`config.mk`:
```
export PLATFORM = sky130hd
export DESIGN_NAME = fp_pow2_scale_ctrl
export DESIGN_NICKNAME = d
export VERILOG_FILES = /design/src/rtl/fp_scale_pkg.sv /design/src/rtl/fp_pow2_scale_core.sv /design/src/rtl/fp_pow2_scale_ctrl.sv
export SDC_FILE = /design/constraint.sdc
export NUM_CORES = 1
export LEC_CHECK = 0
export ABC_AREA = 0
export CELL_PAD_IN_SITES_DETAIL_PLACEMENT = 2
export CELL_PAD_IN_SITES_GLOBAL_PLACEMENT = 2
export CORE_MARGIN = 4
export CORE_UTILIZATION = 31
export DETAILED_ROUTE_END_ITERATION = 8
export PLACE_DENSITY = 0.85
export RECOVER_POWER = 25
export SYNTH_ARGS = -nofsm -noshare
export SYNTH_HDL_FRONTEND = slang
export SYNTH_SLANG_ARGS = --single-unit
```
`constraint.sdc`:
```
create_clock -name clk -period 3.32 [get_ports clk]
set_input_delay 0.664 -clock clk [delete_from_list [all_inputs] [get_ports clk]]
set_output_delay 0.664 -clock clk [all_outputs]
set_load 0.02 [all_outputs]
```
`src/rtl/fp_scale_pkg.sv`:
```
// fp_scale_pkg: shared state encoding, float field constants and field helpers for the pow2 scaler
package fp_scale_pkg;
  localparam int FP_FLOATSIZE = 16;
  localparam int FP_EXPONENTSIZE = 5;
  localparam int SIGNIFICANDSIZE = FP_FLOATSIZE - FP_EXPONENTSIZE - 1;
  localparam int EXP_MAX = (1 << FP_EXPONENTSIZE) - 1;
  typedef enum logic [1:0] {IDLE, RUN, DRAIN} state_t;
  function automatic logic fp_sign(input logic [FP_FLOATSIZE-1:0] f);
    return f[FP_FLOATSIZE-1];
  endfunction
  function automatic logic [FP_EXPONENTSIZE-1:0] fp_exp(input logic [FP_FLOATSIZE-1:0] f);
    return f[FP_FLOATSIZE-2 -: FP_EXPONENTSIZE];
  endfunction
  function automatic logic [SIGNIFICANDSIZE-1:0] fp_sig(input logic [FP_FLOATSIZE-1:0] f);
    return f[SIGNIFICANDSIZE-1:0];
  endfunction
endpackage

```
`src/rtl/fp_pow2_scale_core.sv`:
```
// fp_pow2_scale_core: combinational exponent add by a signed runtime power, optional negate, flush to zero
module fp_pow2_scale_core
  import fp_scale_pkg::*;
#(
  parameter int FLOATSIZE = FP_FLOATSIZE,
  parameter int EXPONENTSIZE = FP_EXPONENTSIZE,
  parameter int POWW = 6
) (
  input  logic [FLOATSIZE-1:0] data,
  input  logic [POWW-1:0]      power,
  input  logic                 negate,
  output logic [FLOATSIZE-1:0] result,
  output logic                 flushed
);
  localparam int SW = FLOATSIZE - EXPONENTSIZE - 1;
  localparam int EW = EXPONENTSIZE + 2;
  localparam logic signed [EW-1:0] E_MAX = EW'((1 << EXPONENTSIZE) - 1);
  logic [EXPONENTSIZE-1:0] exp_in;
  logic signed [EW-1:0] e_new;
  always_comb begin
    exp_in = data[FLOATSIZE-2 -: EXPONENTSIZE];
    e_new = $signed(EW'({1'b0, exp_in})) + EW'($signed(power));
    flushed = exp_in == '0 || e_new[EW-1] || e_new == '0 || e_new > E_MAX;
    result = flushed ? '0 : {data[FLOATSIZE-1] ^ negate, e_new[EXPONENTSIZE-1:0], data[SW-1:0]};
  end
endmodule

```
`src/rtl/fp_pow2_scale_ctrl.sv`:
```
// fp_pow2_scale_ctrl: job sequencer streaming cfg_count floats through a registered pow2 scaling stage
module fp_pow2_scale_ctrl
  import fp_scale_pkg::*;
#(
  parameter int FLOATSIZE = FP_FLOATSIZE,
  parameter int EXPONENTSIZE = FP_EXPONENTSIZE,
  parameter int MAXLEN = 1024,
  parameter int POWW = 6,
  localparam int CNTW = $clog2(MAXLEN + 1)
) (
  input  logic                 clk,
  input  logic                 rst_n,
  input  logic                 cfg_valid,
  output logic                 cfg_ready,
  input  logic [POWW-1:0]      cfg_power,
  input  logic                 cfg_negate,
  input  logic [CNTW-1:0]      cfg_count,
  input  logic                 in_valid,
  output logic                 in_ready,
  input  logic [FLOATSIZE-1:0] in_data,
  output logic                 out_valid,
  input  logic                 out_ready,
  output logic [FLOATSIZE-1:0] out_data,
  output logic                 out_last,
  output logic                 busy,
  output logic                 done,
  output logic [CNTW-1:0]      flush_count
);
  state_t state_q, state_d;
  logic [CNTW-1:0] cnt_q, cnt_d, len_q, len_d, flush_q, flush_d;
  logic [POWW-1:0] power_q, power_d;
  logic negate_q, negate_d, out_valid_q, out_valid_d, out_last_q, out_last_d, done_q, done_d;
  logic [FLOATSIZE-1:0] out_data_q, out_data_d, result;
  logic flushed, accept, out_hs;
  fp_pow2_scale_core #(
    .FLOATSIZE(FLOATSIZE),
    .EXPONENTSIZE(EXPONENTSIZE),
    .POWW(POWW)
  ) u_core (
    .data(in_data),
    .power(power_q),
    .negate(negate_q),
    .result(result),
    .flushed(flushed)
  );
  assign cfg_ready = state_q == IDLE;
  assign busy = state_q != IDLE;
  assign in_ready = state_q == RUN && (!out_valid_q || out_ready);
  assign accept = in_valid && in_ready;
  assign out_hs = out_valid_q && out_ready;
  assign done = done_q || (state_q == DRAIN && out_hs && out_last_q);
  assign out_valid = out_valid_q;
  assign out_data = out_data_q;
  assign out_last = out_last_q;
  assign flush_count = flush_q;
  always_comb begin
    state_d = state_q;
    cnt_d = cnt_q;
    len_d = len_q;
    flush_d = flush_q;
    power_d = power_q;
    negate_d = negate_q;
    out_valid_d = out_valid_q;
    out_data_d = out_data_q;
    out_last_d = out_last_q;
    done_d = 1'b0;
    if (state_q == IDLE && cfg_valid) begin
      power_d = cfg_power;
      negate_d = cfg_negate;
      len_d = cfg_count > CNTW'(MAXLEN) ? CNTW'(MAXLEN) : cfg_count;
      cnt_d = '0;
      flush_d = '0;
      state_d = cfg_count == '0 ? IDLE : RUN;
      done_d = cfg_count == '0;
    end
    if (out_hs) begin
      out_valid_d = 1'b0;
      out_last_d = 1'b0;
    end
    // a same-cycle accept overrides the handshake clear so the stage stays full
    if (accept) begin
      out_valid_d = 1'b1;
      out_data_d = result;
      out_last_d = cnt_q == len_q - 1'b1;
      cnt_d = cnt_q + 1'b1;
      flush_d = flushed && !(&flush_q) ? flush_q + 1'b1 : flush_q;
      state_d = cnt_q == len_q - 1'b1 ? DRAIN : RUN;
    end
    if (state_q == DRAIN && out_hs && out_last_q) state_d = IDLE;
  end
  always_ff @(posedge clk or negedge rst_n) begin
    if (!rst_n) begin
      state_q <= IDLE;
      cnt_q <= '0;
      len_q <= '0;
      flush_q <= '0;
      power_q <= '0;
      negate_q <= 1'b0;
      out_valid_q <= 1'b0;
      out_data_q <= '0;
      out_last_q <= 1'b0;
      done_q <= 1'b0;
    end else begin
      state_q <= state_d;
      cnt_q <= cnt_d;
      len_q <= len_d;
      flush_q <= flush_d;
      power_q <= power_d;
      negate_q <= negate_d;
      out_valid_q <= out_valid_d;
      out_data_q <= out_data_d;
      out_last_q <= out_last_d;
      done_q <= done_d;
    end
  end
endmodule

```
==> impl_metrics.yaml <==
setup_path:
  cp_max_fo: 6
  r2r-end: "flush_count[4]"
  path_buf_inv: 1
  crit_start: "in_data[10]"
  crit_family: "compound AO/OA/AOI/OAI gates"
  crit_end: "flush_count[4]"
  crit-reg2reg-launch: "power_q[0]"
  path_depth: 9
  r2r_cells: 8
  rrSetupSlack_ns: 0.53
  crit_top_cell: "a211oi_2"
  cp_data_arrival_time_ns: 3.36
  path_cells: "clkdlybuf4s50_1, ha_1, fa_1, a211oi_2, o21bai_1, a221oi_4, a211oi_2, or4_1, mux2i_1"
  end_kind: "flop"
  critPathKind: "in -> reg"
  slowest_stage: "or4_1"
  timing.critical_path.slowest_cell_delay_ns: 0.55
  startpoint_type: "primary input"
  crit_required_ns: 3.54
pwr:
  ir_drop_mv: 0.3882
  seqPwrFrac: 0.342
  leakage_nw: 1.897
  p_int_mw: 2.071
  cellPowerDensity_nw_per_um2: 819.7
  p_sw_frac: 0.4198
  power.switching_mw: 1.499
  p_total_mw: 3.570
  power_frac_comb: 0.467
  clockPowerShare: 0.191
synth:
  ys.flop_type: "dfrtp_1"
  synthMuxAreaShare: 0.02468
  synth_edf_count: 0
  async_flop_share: 1.000
  synth_top_family_by_area: "simple AND/OR/NAND/NOR gates"
  ys_seq_elements: 61
  synth-compound-area-share: 0.1581
  syn-num-nets: 389
  synth_cells: 341
  synthSimpleGateAreaFrac: 0.2368
  yosysUniqueCellTypes: 49
  yosysSeqAreaShare: 0.4705
  synth_area_per_cell_um2: 9.514
  synth-adder-area-share: 0.03702
  synthXorXnorAreaFrac: 0.04319
  yosys_warnings: 0
  syn_area_um2: 3244
final_layout:
  fin_nets: 466
  drive_gt1_frac: 0.09693
  n_antenna_cell: 0
  mostFrequentLayoutCells: "clkdlybuf4s50_1, dfrtp_1, nand2_1, nor2_1, nand3_1"
  area_delta_synth_final_pct: 34.25
  layout_commonest_cell: "clkdlybuf4s50_1"
timing:
  slew_viol_final: 33
  fin_crit_ns: 3.142
  worst_slew_pin_slew_ns: 1.856
  finalWorstSetupSlack_ns: 0.1778
  slew_headroom: -0.2376
  rsz0062_at_grt: "no"
  final_hold_viol_count: 0
  finalClockSkew_ns: 0.008969
  fin_crit_sh: 0.9464
  setup_viol: 0
  fmax_mhz: 318.3
clock_network:
  cts_max_path_buffers: 2
  path_clk_slew_ns: 0.07
  cts-root-buf: "clkbuf_8"
  clk_latency_ns: 0.34
  numCtsBuffers: 9
  h-tree-depth: 3
  ctsHoldBuffers: 0
  cts_tree: "done"
  cts_sinks: 61
job:
  maxCapViolCount: 1
worst_hold_path:
  min_from: "power_q[4]"
  hold_class: "reg -> reg"
route:
  num_vias: 2978
  via_per_inst: 5.327
  drtAntennaViolNets: 0
  drc: 0
  drt-total-wl_um: 11020
  drtPass1Iterations: 4
  first_iter_violations: 81
  wire_per_inst_um: 19.71
placement:
  dp_hpwl_um: 8018
  io_buffers: 71
  dp_slack_ns: -0.2927
  place_congestion: 0.7817
floorplanning:
  dieWidth_um: 110.3
  rows: 37
  start_util: 0.3157
  core-area_um2: 10280
  io_pins: 72
  die_area_um2: 12170
  die_h_um: 110.3
run_status:
  status: "complete, but fails checks"
  violations: "max-capacitance violations, max-slew violations"
global_route:
  grt_pass1_wl_um: 18260
  grt-ovfl-total: 0
  globalRouteTotalUtil: 0.1970
  antenna_found_initial: 0
  grt_pass1_vias: 3420
  grt_max_degree: 36
==> power by group through the flow <==
| stage | clock, mW | combinational [mW] | sequential [mW] |
|---|---|---|---|
| detailed placement | 0 | 1.65 | 1.23 |
| CTS | 0.707 | 1.68 | 1.22 |
| floorplan | 0 | 0.951 | 1.25 |
| global route | 0.737 | 1.84 | 1.26 |
| global placement | 0 | 1.54 | 1.21 |
| finish | 0.683 | 1.67 | 1.22 |
==> worst min-delay path: stages, from the launching register on <==
cell	delay, ns
dfrtp_1	0.35
nand2_1	0.05
nand2_1	0.06
==> registers in the layout (all words and copies together) (netlist names) <==
| signal | cells |
|---|---|
| cnt_q | 11 |
| state_q | 2 |
| negate_q | 1 |
| flush_count | 11 |
| len_q | 11 |
| done_q | 1 |
| out_valid | 1 |
| power_q | 6 |
| out_data | 16 |
| out_last | 1 |
==> cell usage after synthesis (all sizes together), types with 4 or more instances <==
library cell / count / area share
dfrtp: 61 / 0.47
nand2: 59 / 0.068
nor2: 20 / 0.023
nand3: 19 / 0.029
o21ai: 18 / 0.028
a22o: 17 / 0.046
clkbuf: 14 / 0.016
a21oi: 10 / 0.015
inv: 9 / 0.010
xnor2: 9 / 0.024
ha: 8 / 0.031
mux2i: 8 / 0.025
nand4: 8 / 0.015
nand3b: 7 / 0.016
nor4: 7 / 0.015
xor2: 7 / 0.019
nor3: 6 / 0.0093
or4: 5 / 0.012
a211oi: 4 / 0.011
and2: 4 / 0.0077
==> timing repair <==
| action | 4_1_cts | 5_1_grt |
|---|---|---|
| setup buffers | 0 | 0 |
| endpoints found under the setup margin | 1 | 2 |
| endpoints found under the hold margin | 0 | 0 |
| gates cloned | 0 | 0 |
| resized for setup | 1 | 1 |
==> through the flow <==
stage | cells | hold WS, ns | TNS [ns] | area, um2 | utilization
finish | 559 | 0.4913 | 0 | 4355 | 0.4238
floorplan | 341 | 0.3684 | 0 | 3244 | -
CTS | 559 | 0.3964 | 0 | 4355 | 0.4238
global placement | 543 | 0.4680 | -1.811 | 4153 | 0.4041
detailed placement | 543 | 0.4808 | -3.594 | 4153 | 0.4041
global route | 559 | 0.5153 | 0 | 4355 | 0.4238
==> area by class of cell <==
type / count / area [um2]
Fill cell: 1150 / 5922
Multi-Input combinational cell: 255 / 1629
Sequential cell: 61 / 1526
Timing Repair Buffer: 82 / 795.8
Tap cell: 136 / 170.2
Clock buffer: 9 / 123.9
Clock inverter: 7 / 76.32
Inverter: 9 / 33.78
==> metal layers <==
| layer | vias to the layer above | track usage | wire (um) |
|---|---|---|---|
| li1 | 1385 | - | - |
| met1 | 1528 | 0.2332 | 4697 |
| met2 | 48 | 0.3570 | 5840 |
| met3 | 17 | 0.02446 | 223 |
| met4 | 0 | 0.08443 | 257 |
| met5 | - | 0 | 0 |
==> worst min path at each step <==
stage | to | slack [ns] | depth (start not counted)
after detailed placement | power_q[4] | 0.48 | 2
after CTS | out_valid | 0.40 | 1
after global placement | power_q[4] | 0.47 | 2
final | power_q[4] | 0.49 | 2
after floorplan | cnt_q[0] | 0.37 | 0
after global routing | power_q[4] | 0.52 | 2
==> cells by family after synthesis <==
group,Yosys count
xor gates and xnor gates,16
adders and majority gates,9
AOI/OAI and AO/OA,70
buffers and inverters,25
DFF,61
and+or+nand+nor,152
muxes,8
Power figures use the tool's default switching activity.
